<file path="config.mk">
export PLATFORM = sky130hd
export DESIGN_NAME = lcd_panel_responder
export DESIGN_NICKNAME = d
export VERILOG_FILES = /design/src/rtl/lcd_panel_responder.sv
export SDC_FILE = /design/constraint.sdc
export NUM_CORES = 1
export LEC_CHECK = 0
export ABC_AREA = 1
export ABC_CLOCK_PERIOD_IN_PS = 5300
export CORE_ASPECT_RATIO = 1.1
export CORE_MARGIN = 8
export CORE_UTILIZATION = 34
export CTS_CLUSTER_DIAMETER = 80
export CTS_CLUSTER_SIZE = 30
export DETAILED_ROUTE_END_ITERATION = 8
export GPL_TIMING_DRIVEN = 1
export SYNTH_ARGS = -nofsm -noshare
export SYNTH_HDL_FRONTEND = slang
export SYNTH_SLANG_ARGS = --single-unit
</file>
<file path="constraint.sdc">
create_clock -name clk -period 5.3 [get_ports clk]
set_input_delay 1.06 -clock clk [delete_from_list [all_inputs] [get_ports clk]]
set_output_delay 1.06 -clock clk [all_outputs]
set_load 0.01 [all_outputs]
</file>
<file path="src/rtl/lcd_panel_responder.sv">
// Panel-side responder for an 8-bit HD44780-style character-LCD bus.
// Latches bus cycles on the falling edge of enable, runs a subset of the instruction set and holds DDRAM.
module lcd_panel_responder #(
    parameter int unsigned ADDR_W      = 5,
    parameter int unsigned EXEC_CYCLES = 2
) (
    input  logic              clk,
    input  logic              rst_n,
    input  logic [7:0]        data_in,
    input  logic              enable,
    input  logic              rw,
    input  logic              rs,
    output logic [7:0]        data_out,
    output logic              data_oe,
    output logic              busy,
    output logic [ADDR_W-1:0] cursor_addr,
    output logic              display_on,
    output logic              cursor_on,
    output logic              blink_on,
    output logic              overrun,
    input  logic [ADDR_W-1:0] view_addr,
    output logic [7:0]        view_char
);

    localparam int unsigned DEPTH = 1 << ADDR_W;
    localparam int unsigned EW    = (EXEC_CYCLES > 1) ? $clog2(EXEC_CYCLES) : 1;
    localparam logic [7:0]  BLANK = 8'h20;

    typedef enum logic [1:0] {IDLE, CLEAR, EXEC} state_t;

    logic [7:0]        mem [DEPTH];
    state_t            state;
    logic              en_q;
    logic [7:0]        d_q;
    logic              rs_q;
    logic              rw_q;
    logic              incr;
    logic [ADDR_W-1:0] clr_cnt;
    logic [EW-1:0]     exec_cnt;

    logic              fire;
    logic [ADDR_W-1:0] next_addr;
    logic              cmd_addr, cmd_disp, cmd_entry, cmd_home, cmd_clear, cmd_exec;
    logic              mem_we;
    logic [ADDR_W-1:0] mem_addr;
    logic [7:0]        mem_wdata;

    assign fire      = en_q & ~enable;
    assign next_addr = incr ? cursor_addr + ADDR_W'(1) : cursor_addr - ADDR_W'(1);

    // Instruction class by highest set bit; 001xxxxx/01xxxxxx/0001xxxx/0x00 fall through as no-ops.
    assign cmd_addr  = d_q[7];
    assign cmd_disp  = (d_q[7:3] == 5'b00001);
    assign cmd_entry = (d_q[7:2] == 6'b000001);
    assign cmd_home  = (d_q[7:1] == 7'b0000001);
    assign cmd_clear = (d_q == 8'h01);
    assign cmd_exec  = cmd_addr | cmd_disp | cmd_entry | cmd_home;

    // DDRAM write port: init/clear fill has priority, otherwise idle data writes.
    always_comb begin
        mem_we    = 1'b0;
        mem_addr  = cursor_addr;
        mem_wdata = d_q;
        if (state == CLEAR) begin
            mem_we    = 1'b1;
            mem_addr  = clr_cnt;
            mem_wdata = BLANK;
        end else if (state == IDLE && fire && rs_q && !rw_q) begin
            mem_we = 1'b1;
        end
    end

    always_ff @(posedge clk) begin
        if (mem_we) mem[mem_addr] <= mem_wdata;
        view_char <= mem[view_addr];
    end

    always_ff @(posedge clk or negedge rst_n) begin
        if (!rst_n) begin
            state       <= CLEAR;
            busy        <= 1'b1;
            clr_cnt     <= '0;
            exec_cnt    <= '0;
            en_q        <= 1'b0;
            d_q         <= 8'h00;
            rs_q        <= 1'b0;
            rw_q        <= 1'b0;
            cursor_addr <= '0;
            display_on  <= 1'b0;
            cursor_on   <= 1'b0;
            blink_on    <= 1'b0;
            incr        <= 1'b1;
            overrun     <= 1'b0;
            data_oe     <= 1'b0;
            data_out    <= 8'h00;
        end else begin
            en_q <= enable;
            if (enable) begin
                d_q  <= data_in;
                rs_q <= rs;
                rw_q <= rw;
            end

            data_oe <= enable & rw;
            if (enable && rw) begin
                if (rs) data_out <= busy ? 8'h00 : mem[cursor_addr];
                else    data_out <= {busy, 7'(cursor_addr)};
            end else begin
                data_out <= 8'h00;
            end

            if (fire && busy && !(rw_q && !rs_q)) overrun <= 1'b1;

            case (state)
                CLEAR: begin
                    clr_cnt <= clr_cnt + ADDR_W'(1);
                    if (clr_cnt == ADDR_W'(DEPTH - 1)) begin
                        state       <= IDLE;
                        busy        <= 1'b0;
                        cursor_addr <= '0;
                        incr        <= 1'b1;
                    end
                end
                EXEC: begin
                    exec_cnt <= exec_cnt + EW'(1);
                    if (exec_cnt == EW'(EXEC_CYCLES - 1)) begin
                        state    <= IDLE;
                        busy     <= 1'b0;
                        exec_cnt <= '0;
                    end
                end
                default: begin
                    if (fire && rs_q) begin
                        cursor_addr <= next_addr;
                    end else if (fire && !rw_q) begin
                        if (cmd_addr)  cursor_addr <= d_q[ADDR_W-1:0];
                        if (cmd_disp)  {display_on, cursor_on, blink_on} <= d_q[2:0];
                        if (cmd_entry) incr <= d_q[1];
                        if (cmd_home)  cursor_addr <= '0;
                        if (cmd_clear) begin
                            state   <= CLEAR;
                            busy    <= 1'b1;
                            clr_cnt <= '0;
                        end
                        if (cmd_exec && EXEC_CYCLES != 0) begin
                            state    <= EXEC;
                            busy     <= 1'b1;
                            exec_cnt <= '0;
                        end
                    end
                end
            endcase
        end
    end

endmodule

</file>
# Word-level counts from Yosys, hierarchy flattened
# Memory sizes are Yosys's and may differ from the RTL's. A register that Yosys moved wholly into a read port is not among the register bits.
# Index checks and enable logic that the tools add are counted.
word_totals:
  ram_bits: 256
  inputBits: 18
  reg_bits: 39
  n_memories: 1
  wordCells: 116
memory_table:
  columns: ["memory", "depth", "word_bits", "rd", "rd_ports_with_merged_regs", "write_ports", "line_no", "source"]
  rows:
  - ["mem", 32, 8, 2, 1, 1, "31", "logic [7:0] mem [DEPTH];"]
classes:
  add_sub_neg: 4
  n_eq_ne: 12
  mux: 44
  n_reduce_logical: 29
  bitwise: 10
ops:
  columns: ["operator", "n"]
  rows:
  - ["$mux W5", 10]
  - ["$mux W8", 4]
  - ["$pmux W5 S2", 2]
  - ["$mux W1", 18]
  - ["$reduce_and A4 Y1", 4]
  - ["$mux W2", 6]
  - ["$add A5 B1 Y5 const B", 2]
  - ["$reduce_and A5 Y1", 2]
  - ["$reduce_bool A2 Y1", 5]
  - ["$logic_and A1 B1 Y1", 9]
  - ["$eq A8 B1 Y1 const B", 1]
  - ["$reduce_bool A4 Y1", 2]
  - ["$eq A7 B1 Y1 const B", 1]
  - ["$eq A6 B1 Y1 const B", 1]
  - ["$pmux W1 S2", 3]
  - ["$reduce_bool A3 Y1", 2]
  - ["$eq A5 B1 Y1 const B", 1]
  - ["$eq A5 B5 Y1 const B", 1]
  - ["$not A1 Y1", 5]
  - ["$sub A5 B1 Y5 const B", 1]
  - ["$ne A2 B1 Y1 const B", 2]
  - ["$ne A2 B2 Y1 const B", 2]
  - ["$pmux W2 S2", 1]
  - ["$logic_not A1 Y1", 3]
  - ["8 further kinds", 11]

# Depth between registers and ports, before layout
# Gate-level depths: netlist (run 1).
logic_depth:
  depth_word: 9
  ltp_mapped: 12

# Worst setup path after synthesis (run 1)
# Ideal clock, no wire load.
synth_path:
  kind: "in2reg"
  start: "input enable"
  end: "memory mem[0][0], enable pin"
  t_arrival_ns: 2.225
  cell_stages: 7
  setup_time_ns: 0.370
  path_slack_ns: 2.704
  required_time_ns: 4.930
  cell_sequence: "nor2_1 > inv_1 > nor2_2 > nand3_1 > nand2_1 > nand3_2 > nor2_1"
synth_via:
  elab_chain_len: 9
synth_rtl:
  columns: ["item", "line_no", "source"]
  rows:
  - ["start: declaration", "10", "input logic enable,"]
  - ["$not A1 Y1", "48", "assign fire = en_q & ~enable;"]
  - ["$and A1 B1 Y1", "48", null]
  - ["$logic_and A1 B1 Y1 (3 in a row)", "68", "end else if (state == IDLE && fire && rs_q && !rw_q) begin"]
  - ["$mux W1", "68", null]
  - ["$mux W1", "64", "if (state == CLEAR) begin"]
  - ["$mux W1", "74", "if (mem_we) mem[mem_addr] <= mem_wdata;"]
  - ["$mux W1 (not written as such)", "74", null]
  - ["end: declaration", "31", null]
# Every way passes these cells.

# Worst setup path after layout (run 1)
layout_path:
  start: "input enable"
  end: "memory mem[10][7], enable pin"
# The elaborated chain is that of the path after synthesis.

==> metrics.md, run 1 <==
| Metric | Value |
|---|---|
| Max H-tree Level | `1` |
| Worst slew pin tran | `1.12 ns` |
| Post-Route Utilization | `37.2%` |
| Drt via density | `5.67` |
| Clock Tree Buf Depth | `3` |
| Placer congestion estimate | `0.890` |
| Avg Cell Area, Syn | `9.39 um2` |
| Vias in the first global route | `11800` |
| Starting Density | `34.2%` |
| Max-slew violations | `0` |
| Min-delay worst type | `register to register` |
| 1st-pass router iterations | `8` |
| Endpoints failing setup | `0` |
| CP endpoint kind | `register` |
| Most frequent cells in the layout | `nand2_1, edfxtp_1, nor2_1` |
| Setup Slack @ Placement | `1.09 ns` |
| CTS Root Cell | `clkbuf_16` |
| Global-route usage over all layers | `19.0%` |
| Cts hold-fix bufs | `0` |
| Crit path DAT | `3.84 ns` |
| Clock Skew | `0.0190 ns` |
| Asr flop ratio synth | `12.9%` |
| Post-synthesis mux area share | `0%` |
| Die area | `51300 um2` |
| Final net count | `1604` |
| Fin. Hold Viols | `0` |
| Top post-synthesis cells by area | `edfxtp_1, nand2_1, nand3_1` |
| Commonest non-fill, non-tap cell in the layout | `nand2_1` |
| Post-CTS sizing | `0` |
| Crit path kind | `input port to register` |
| IO Pins | `45` |
| Synth Cell Area | `15100 um2` |
| Yosys Warn Count | `0` |
| Core Area | `44100 um2` |
| DRT antenna net count | `0` |
| Area fraction of the dominant cell type after synthesis | `51.0%` |
| Minimum clock period | `3.69 ns` |
| WL final | `50.0 mm` |
| CTS tree | `done` |
| XOR/XNOR Fraction of Synth Area | `0.174%` |
| Vias after detailed routing | `12300` |
| Post-synthesis net count | `1632` |
| DRT iter0 DRCs | `1739` |
| Critical Path Source Type | `input port` |
| Final Hold Slack | `0.495 ns` |
| Clk sinks | `303` |
| Avg WL per Cell | `23.1 um` |
| # port buffers | `44` |
| Leak pwr | `5.97 nW` |
| Seq cells post-synth | `303` |
| Synth cell types | `38` |
| # Post-CTS Setup Buffers | `0` |
| Post-Synth Simple-Gate Area | `22.4%` |
| Fmax | `0.271 GHz` |
| Post-route DRC | `0` |
| Initial antenna violation count | `0` |
| Post-DP HPWL | `31.3 mm` |
| Number of enable flip-flop cells after synthesis | `256` |
| Area grow syn2layout | `8.79%` |
| DIE WIDTH | `217 um` |
| PwrDens | `412 nW/um2` |
| Largest net degree at the start of global routing | `100` |
| Setup TNS | `0 ns` |
| CP Max Fanout | `22` |
| Worst VDD drop | `228 uV` |
| Share of post-route cells with drive strength above 1 | `5.05%` |
| TritonCTS buffer count | `15` |
| Synth Instances | `1605` |
| Tcrit/Tclk final | `69.7%` |
| Critical Path RT | `5.45 ns` |
| Worst relative slew slack | `25.0%` |
| RSZ-0062 raised after global routing | `no` |
| Latest clock arrival within the worst-skew pair | `0.52 ns` |
| CTS clk-pin slew, worst paths | `0.11 ns` |
| Die Span Y | `237 um` |
| FP Rows | `81` |
| Area leader, netlist | `edfxtp_1` |
| Total gr overflow | `0` |
| Synth Area in Adders | `0.797%` |
| Top FF cell, synth | `edfxtp_1` |
| Compound-Gate Fraction of Synth Area | `13.0%` |
| Ant. Diodes | `0` |
| Worst setup margin | `1.61 ns` |
| Status | `completed` |
| Main combinational cell family by area after synthesis | `simple AND/OR/NAND/NOR gates` |
| Post-synthesis sequential area ratio | `58.5%` |
| Max Cap Viol | `0` |
| First-pass GRT wire length | `75.5 mm` |
| Overall power | `6.76 mW` |
[final timing paths]
| kind | from | cells past startpoint | slack, ns | endpoint |
|---|---|---|---|---|
| worst max register to register | state[0]$_DFFE_PN1P_ | 8 | 1.84 | mem[10][7]$_DFFE_PP_ |
| min in group asynchronous | rst_n | 1 | 0.64 | data_out[6]$_DFF_PN0_ |
| max in group asynchronous | rst_n | 1 | 4.03 | cursor_addr[0]$_DFFE_PN0P_ |
| worst max-delay path | enable | 8 | 1.61 | mem[10][7]$_DFFE_PP_ |
| worst min-delay path | state[0]$_DFFE_PN1P_ | 2 | 0.50 | state[0]$_DFFE_PN1P_ |
| worst min register to register | state[0]$_DFFE_PN1P_ | 2 | 0.50 | state[0]$_DFFE_PN1P_ |
[state kept, by name (all words and copies together), names as in the netlist, 2 cells and up]
name and count:
mem 256, state 2, clr_cnt 5, cursor_addr 5
d_q 8, data_out 8, view_char 8
[cells in the mapped netlist (2+ instances only)]
library cell,number
inv_2,4
buf_2,47
clkbuf_1,50
edfxtp_1,256
a21oi_2,2
buf_1,3
buf_6,4
buf_4,8
inv_1,50
dfxtp_1,8
xor2_1,2
a21oi_1,33
inv_4,2
o21ai_1,16
nor2_1,214
dfrtp_1,36
o21bai_1,60
o31ai_1,5
nor3_1,3
o211ai_1,18
nand3_2,4
ha_1,8
o221ai_1,63
nand3_1,201
dfstp_2,3
nand2_1,392
o21ai_0,102
[final cells by class]
type	instances	area, um2
fillers	4343	27700
clock inverters	8	91.3
flip-flops and latches	303	8830
inverters	57	219
well taps	581	727
clock buffers	17	393
repair buffers	67	603
multi-input cells	1133	5540
[through the flow]
| stage | instance area (um2) | std cells |
|---|---|---|
| after floorplan | 15100 | 1605 |
| after global placement | 15900 | 2141 |
| after detailed placement | 15900 | 2141 |
| after CTS | 16400 | 2166 |
| after global routing | 16400 | 2166 |
| final | 16400 | 2166 |
[where the power goes]
| part | internal (mW) | switching [mW] | leakage [nW] |
|---|---|---|---|
| sequential | 2.70 | 0.115 | 2.85 |
| combinational | 0.719 | 1.83 | 2.88 |
| clock | 0.610 | 0.782 | 0.241 |
| total | 4.03 | 2.73 | 5.97 |
[layer usage]
layer  GRT usage (%)  vias to the layer above  part of all wire [%]  wire (um)
met3            2.04                       97                   8.0       4030
met4            7.55                        0                   4.0       2030
li1                -                     5555                     -          -
met2            31.7                      686                    48      24000
met1            25.1                     5935                    40      20000
met5               0                        -                     0          0
[worst max-delay path: stages]
cell	delay, ns
clkdlybuf4s50_1	0.74
nor2_1	0.32
inv_1	0.08
nor2_2	0.19
nand3_1	0.11
nand2_1	0.19
nand3_2	0.44
nor2_1	0.71
[cells by family after synthesis]
| kind of cell | after synthesis |
|---|---|
| adder cells (fa/ha/maj) | 9 |
| XOR/XNOR | 3 |
| AO/OA/AOI/OAI | 301 |
| buffers and inverters | 169 |
| flip-flops | 303 |
| AND/OR/NAND/NOR | 820 |
No activity file was read; power rests on OpenSTA's default activity.
==> run 2, diff against run 1 <==
ABC_CLOCK_PERIOD_IN_PS = 3290   (was 5300)
clock period = 3.29 ns   (was 5.3 ns; I/O delays follow)
==> run 2 against run 1 <==
  * Critical path depth shrank 1
  * Register-to-register slack lost 1.5 ns
  * Final area grew 3.0%
  * Die area is the same
  * Sequential power grew 59%
  * Clock-buffer cell count grew 2
  * Largest power group unchanged
  * Setup slack lost 1.2 ns
==> metrics.md, run 2 (same netlist as run 1, synthesis figures left out) <==
| Metric | Value |
|---|---|
| Max H-tree Level | `1` |
| Clk sinks | `303` |
| Fin. Hold Viols | `0` |
| Status | `completed` |
| # Post-CTS Setup Buffers | `0` |
| Tcrit/Tclk final | `88.5%` |
| Fmax | `0.343 GHz` |
| FP Rows | `81` |
| Clock Tree Buf Depth | `3` |
| Slowest-stage cell, CP | `o21ai_0` |
| Fill cell count | `4328` |
| Critical Path Source Type | `register` |
| Core Area | `44100 um2` |
| Post-route DRC | `0` |
| Leak pwr | `6.27 nW` |
| Cts hold-fix bufs | `0` |
| DIE WIDTH | `217 um` |
| Overall power | `11.1 mW` |
| Largest Register | `mem` |
| RSZ-0062 raised after global routing | `no` |
| Starting Density | `34.2%` |
| PwrDens | `655 nW/um2` |
| Post-DP HPWL | `33.1 mm` |
| Max-slew violations | `0` |
| Final net count | `1655` |
| Post-Route Utilization | `38.3%` |
| Share of post-route cells with drive strength above 1 | `7.88%` |
| Avg WL per Cell | `23.0 um` |
| # port buffers | `44` |
| Latest clock arrival within the worst-skew pair | `0.54 ns` |
| CTS tree | `done` |
| Die Span Y | `237 um` |
| R2r setup slk | `0.38 ns` |
| Post-CTS sizing | `0` |
| Minimum clock period | `2.91 ns` |
| Clock Skew | `0.0408 ns` |
| Area grow syn2layout | `12.0%` |
| IO Pins | `45` |
| CTS clk-pin slew, worst paths | `0.12 ns` |
| Critical Path RT | `3.58 ns` |
| Drt via density | `5.69` |
| Die area | `51300 um2` |
| CTS Root Cell | `clkbuf_16` |
| Ant. Diodes | `0` |
| Largest net degree at the start of global routing | `138` |
| Min-delay worst type | `input port to async pin` |
| Final Hold Slack | `0.214 ns` |
| 1st-pass router iterations | `5` |
| Most frequent CP cell | `inv_1` |
| TritonCTS buffer count | `15` |
| Max Cap Viol | `0` |
| Setup TNS | `0 ns` |
| Placer congestion estimate | `0.925` |
| Largest stage delay on the critical path | `0.89 ns` |
| Crit path DAT | `3.20 ns` |
| Commonest non-fill, non-tap cell in the layout | `nand2_1` |
| Endpoints failing setup | `0` |
| Total gr overflow | `0` |
| Crit path kind | `register to register` |
| First-pass GRT wire length | `76.5 mm` |
| Worst relative slew slack | `23.6%` |
| Initial antenna violation count | `0` |
| CP Max Fanout | `11` |
| DRT iter0 DRCs | `1741` |
| CP endpoint kind | `register` |
| Vias after detailed routing | `12600` |
| Most frequent cells in the layout | `nand2_1, edfxtp_1, nor2_1` |
| Max FFs per register | `256` |
| Worst slew pin tran | `1.14 ns` |
| Worst VDD drop | `593 uV` |
| WL final | `51.0 mm` |
| Vias in the first global route | `12100` |
| Global-route usage over all layers | `19.4%` |
| Crit path cell chain | `inv_1 -> ha_1 -> o21ai_0 -> inv_1 -> nand2_1 -> nor2_1 -> buf_4` |
| DRT antenna net count | `0` |
## run 2: cell count changes in the layout (fill, tap and decap cells not counted)
cell and change:
nand2_2 -1, nand2_1 +1, inv_6 +1, inv_4 -1
inv_2 -1, buf_4 +44, inv_12 -1, buf_12 +7
clkbuf_1 +2, clkinv_16 +1
## run 2: through the flow
step           setup slack [ns]  std cells  area [um2]
2_1_floorplan              1.10       1605       15100
3_3_place_gp              0.297       2192       16400
3_5_place_dp              0.283       2192       16400
4_1_cts                   0.426       2218       16900
5_1_grt                   0.251       2218       16900
6_report                  0.377       2218       16900
## run 2: path summary, 6_finish.rpt
kind	cells after the start	end	startpoint
worst max-delay path	7	mem[27][1]$_DFFE_PP_	state[1]$_DFFE_PN0P_
worst min-delay path	1	data_out[3]$_DFF_PN0_	rst_n
worst max register to register	7	mem[27][1]$_DFFE_PP_	state[1]$_DFFE_PN0P_
worst min register to register	2	state[0]$_DFFE_PN1P_	state[0]$_DFFE_PN1P_
max in group asynchronous	1	cursor_addr[0]$_DFFE_PN0P_	rst_n
min in group clk	2	state[0]$_DFFE_PN1P_	state[0]$_DFFE_PN1P_
## run 2: layout make-up
| class | count | area, um2 | area share (%) |
|---|---|---|---|
| multi-input cells | 1133 | 5530 | 32.8 |
| clock inverters | 7 | 104 | 0.615 |
| repair buffers | 118 | 1070 | 6.36 |
| clock buffers | 19 | 400 | 2.37 |
| well taps | 581 | 727 | 4.30 |
| flip-flops and latches | 303 | 8830 | 52.3 |
| inverters | 57 | 219 | 1.30 |
## run 2: power by group
part | switching, mW | leakage, nW | internal [mW]
logic | 3.01 | 3.18 | 1.26
registers | 0.131 | 2.85 | 4.35
clock network | 1.31 | 0.243 | 0.998
total | 4.45 | 6.27 | 6.61
## run 2: critical path, delay by kind of cell (launching register included)
family                     cells  cell delay, ns
and+or+nand+nor                2            0.46
buffers and inverters          3            0.62
adders and majority gates      1            0.30
AOI/OAI and AO/OA              1            0.89
DFF                            1            0.39
## run 2: routing by layer
layer / vias to the layer above / global-route usage (%) / part of all wire (%)
li1: 5664 / - / -
met1: 6096 / 25.4 / 40
met2: 708 / 31.3 / 47
met3: 149 / 2.37 / 8.2
met4: 0 / 9.88 / 5.3
met5: - / 0 / 0
==> run 3, diff against run 2 <==
PLACE_DENSITY = 0.61   (was not set)
==> run 3 against run 2 <==
  * First-iteration DRC count up 8.8%
  * Routed wire length is 1.5% lower
  * Hold slack better by 0.030 ns
  * Total power is 0.87% lower
  * Critical path depth shrank 5
  * Sequential cell count stayed put
  * Cell count decreased by 0.27%
  * Sequential share of layout area grew 0.23 points
  * Clock-buffer cell count is the same
  * Clock skew shrank 0.024 ns
  * Via count down 0.55%
  * Utilization fell by 0.17 points
  * Critical endpoint is now cursor_addr[0]
  * Largest cell class unchanged
==> metrics.md, run 3 (same netlist as run 1, synthesis figures left out) <==
| Metric | Value |
|---|---|
| TritonCTS buffer count | `15` |
| Setup TNS | `0 ns` |
| Largest Register | `mem` |
| Reg2reg start | `state[0]$_DFFE_PN1P_` |
| Crit path kind | `register to output pin` |
| Reg2Reg Depth | `8` |
| PwrDens | `652 nW/um2` |
| # port buffers | `44` |
| DIE WIDTH | `217 um` |
| Clock Tree Buf Depth | `3` |
| Global-route usage over all layers | `19.0%` |
| Share of post-route cells with drive strength above 1 | `7.48%` |
| Fmax | `0.362 GHz` |
| Endpoints failing setup | `0` |
| Drt via density | `5.67` |
| Total gr overflow | `0` |
| Ant. Diodes | `0` |
| Met2 Track Usage GR | `31.9%` |
| Post-route DRC | `0` |
| Status | `completed` |
| First-pass GRT wire length | `75.6 mm` |
| M1 GR Usage | `24.6%` |
| Fin. Hold Viols | `0` |
| Final Hold Slack | `0.244 ns` |
| Area grow syn2layout | `11.5%` |
| Max H-tree Level | `1` |
| Crit path DAT | `2.11 ns` |
| Sequential cell area | `8830 um2` |
| Gr busiest metal | `met2` |
| Leak pwr | `6.23 nW` |
| Post-DP HPWL | `32.1 mm` |
| Commonest non-fill, non-tap cell in the layout | `nand2_1` |
| Core Area | `44100 um2` |
| CTS Root Cell | `clkbuf_16` |
| CP endpoint kind | `output pin` |
| Critical Path Source Type | `register` |
| Starting Density | `34.2%` |
| Max FFs per register | `256` |
| CTS tree | `done` |
| Fill cell count | `4320` |
| Largest net degree at the start of global routing | `138` |
| Die Span Y | `237 um` |
| Worst slew pin tran | `1.15 ns` |
| IO Pins | `45` |
| R2r setup slk | `0.58 ns` |
| # Post-CTS Setup Buffers | `0` |
| Worst relative slew slack | `23.0%` |
| WL final | `50.3 mm` |
| Tcrit/Tclk final | `84.1%` |
| CTS clk-pin slew, worst paths | `0.11 ns` |
| Multi-input logic area | `5530 um2` |
| Worst VDD drop | `449 uV` |
| Clock Skew | `0.0171 ns` |
| Most frequent cells in the layout | `nand2_1, edfxtp_1, nor2_1` |
| Min-delay worst type | `input port to async pin` |
| FP Rows | `81` |
| Overall power | `11.0 mW` |
| Critical Path RT | `2.63 ns` |
| Initial antenna violation count | `0` |
| Clk sinks | `303` |
| Max-slew violations | `0` |
| CP Max Fanout | `137` |
| DRT antenna net count | `0` |
| Vias after detailed routing | `12500` |
| 1st-pass router iterations | `6` |
| Max Cap Viol | `0` |
| Cts hold-fix bufs | `0` |
| Placer congestion estimate | `0.927` |
| GR Util met3 | `2.22%` |
| Latest clock arrival within the worst-skew pair | `0.52 ns` |
| Final net count | `1650` |
| Post-CTS sizing | `0` |
| RSZ-0062 raised after global routing | `no` |
| DRT iter0 DRCs | `1895` |
| R2r endpoint | `mem[0][3]$_DFFE_PP_` |
| Worst Setup SP | `cursor_addr[0]$_DFFE_PN0P_` |
| Die area | `51300 um2` |
| Vias in the first global route | `12200` |
| Minimum clock period | `2.77 ns` |
| Avg WL per Cell | `22.7 um` |
run 3: how the worst max path moves through the flow:
| stage | endpoint | slack, ns | depth (start not counted) |
|---|---|---|---|
| after CTS | cursor_addr[0] | 0.46 | 2 |
| after floorplan | mem[0][0]$_DFFE_PP_ | 1.10 | 7 |
| final | cursor_addr[0] | 0.52 | 2 |
| after detailed placement | mem[0][0]$_DFFE_PP_ | 0.30 | 9 |
| after global routing | cursor_addr[0] | 0.40 | 2 |
| after global placement | mem[12][0]$_DFFE_PP_ | 0.30 | 9 |
run 3: layout make-up:
type	instances	area share, %
clock buffer	19	2.32
clock inverter	6	0.536
inverter	57	1.30
multi-input combinational	1133	32.9
sequential	303	52.5
tap	581	4.32
timing repair buffer	113	6.09
run 3: through the flow:
stage	area, um2	setup WS (ns)	cells	utilization [%]
after CTS	16800	0.457	2212	38.1
after detailed placement	16300	0.301	2187	37.1
after global placement	16300	0.303	2187	37.1
final	16800	0.524	2212	38.1
after floorplan	15100	1.10	1605	-
after global routing	16800	0.404	2212	38.1
run 3: critical path, stage by stage, from the launching register on:
cell,delay [ns]
dfrtp_4,0.46
buf_12,0.47
clkdlybuf4s50_1,0.66
run 3: where the power goes:
group | switching, mW | leakage, nW | internal, mW
Clock | 1.25 | 0.230 | 0.969
Sequential | 0.154 | 2.85 | 4.35
Combinational | 2.99 | 3.15 | 1.25
run 3: metal layers:
metal | wire length (um) | share of wire [%]
met1 | 19700 | 39
met2 | 24200 | 48
met3 | 4310 | 8.6
met4 | 2090 | 4.2
met5 | 0 | 0
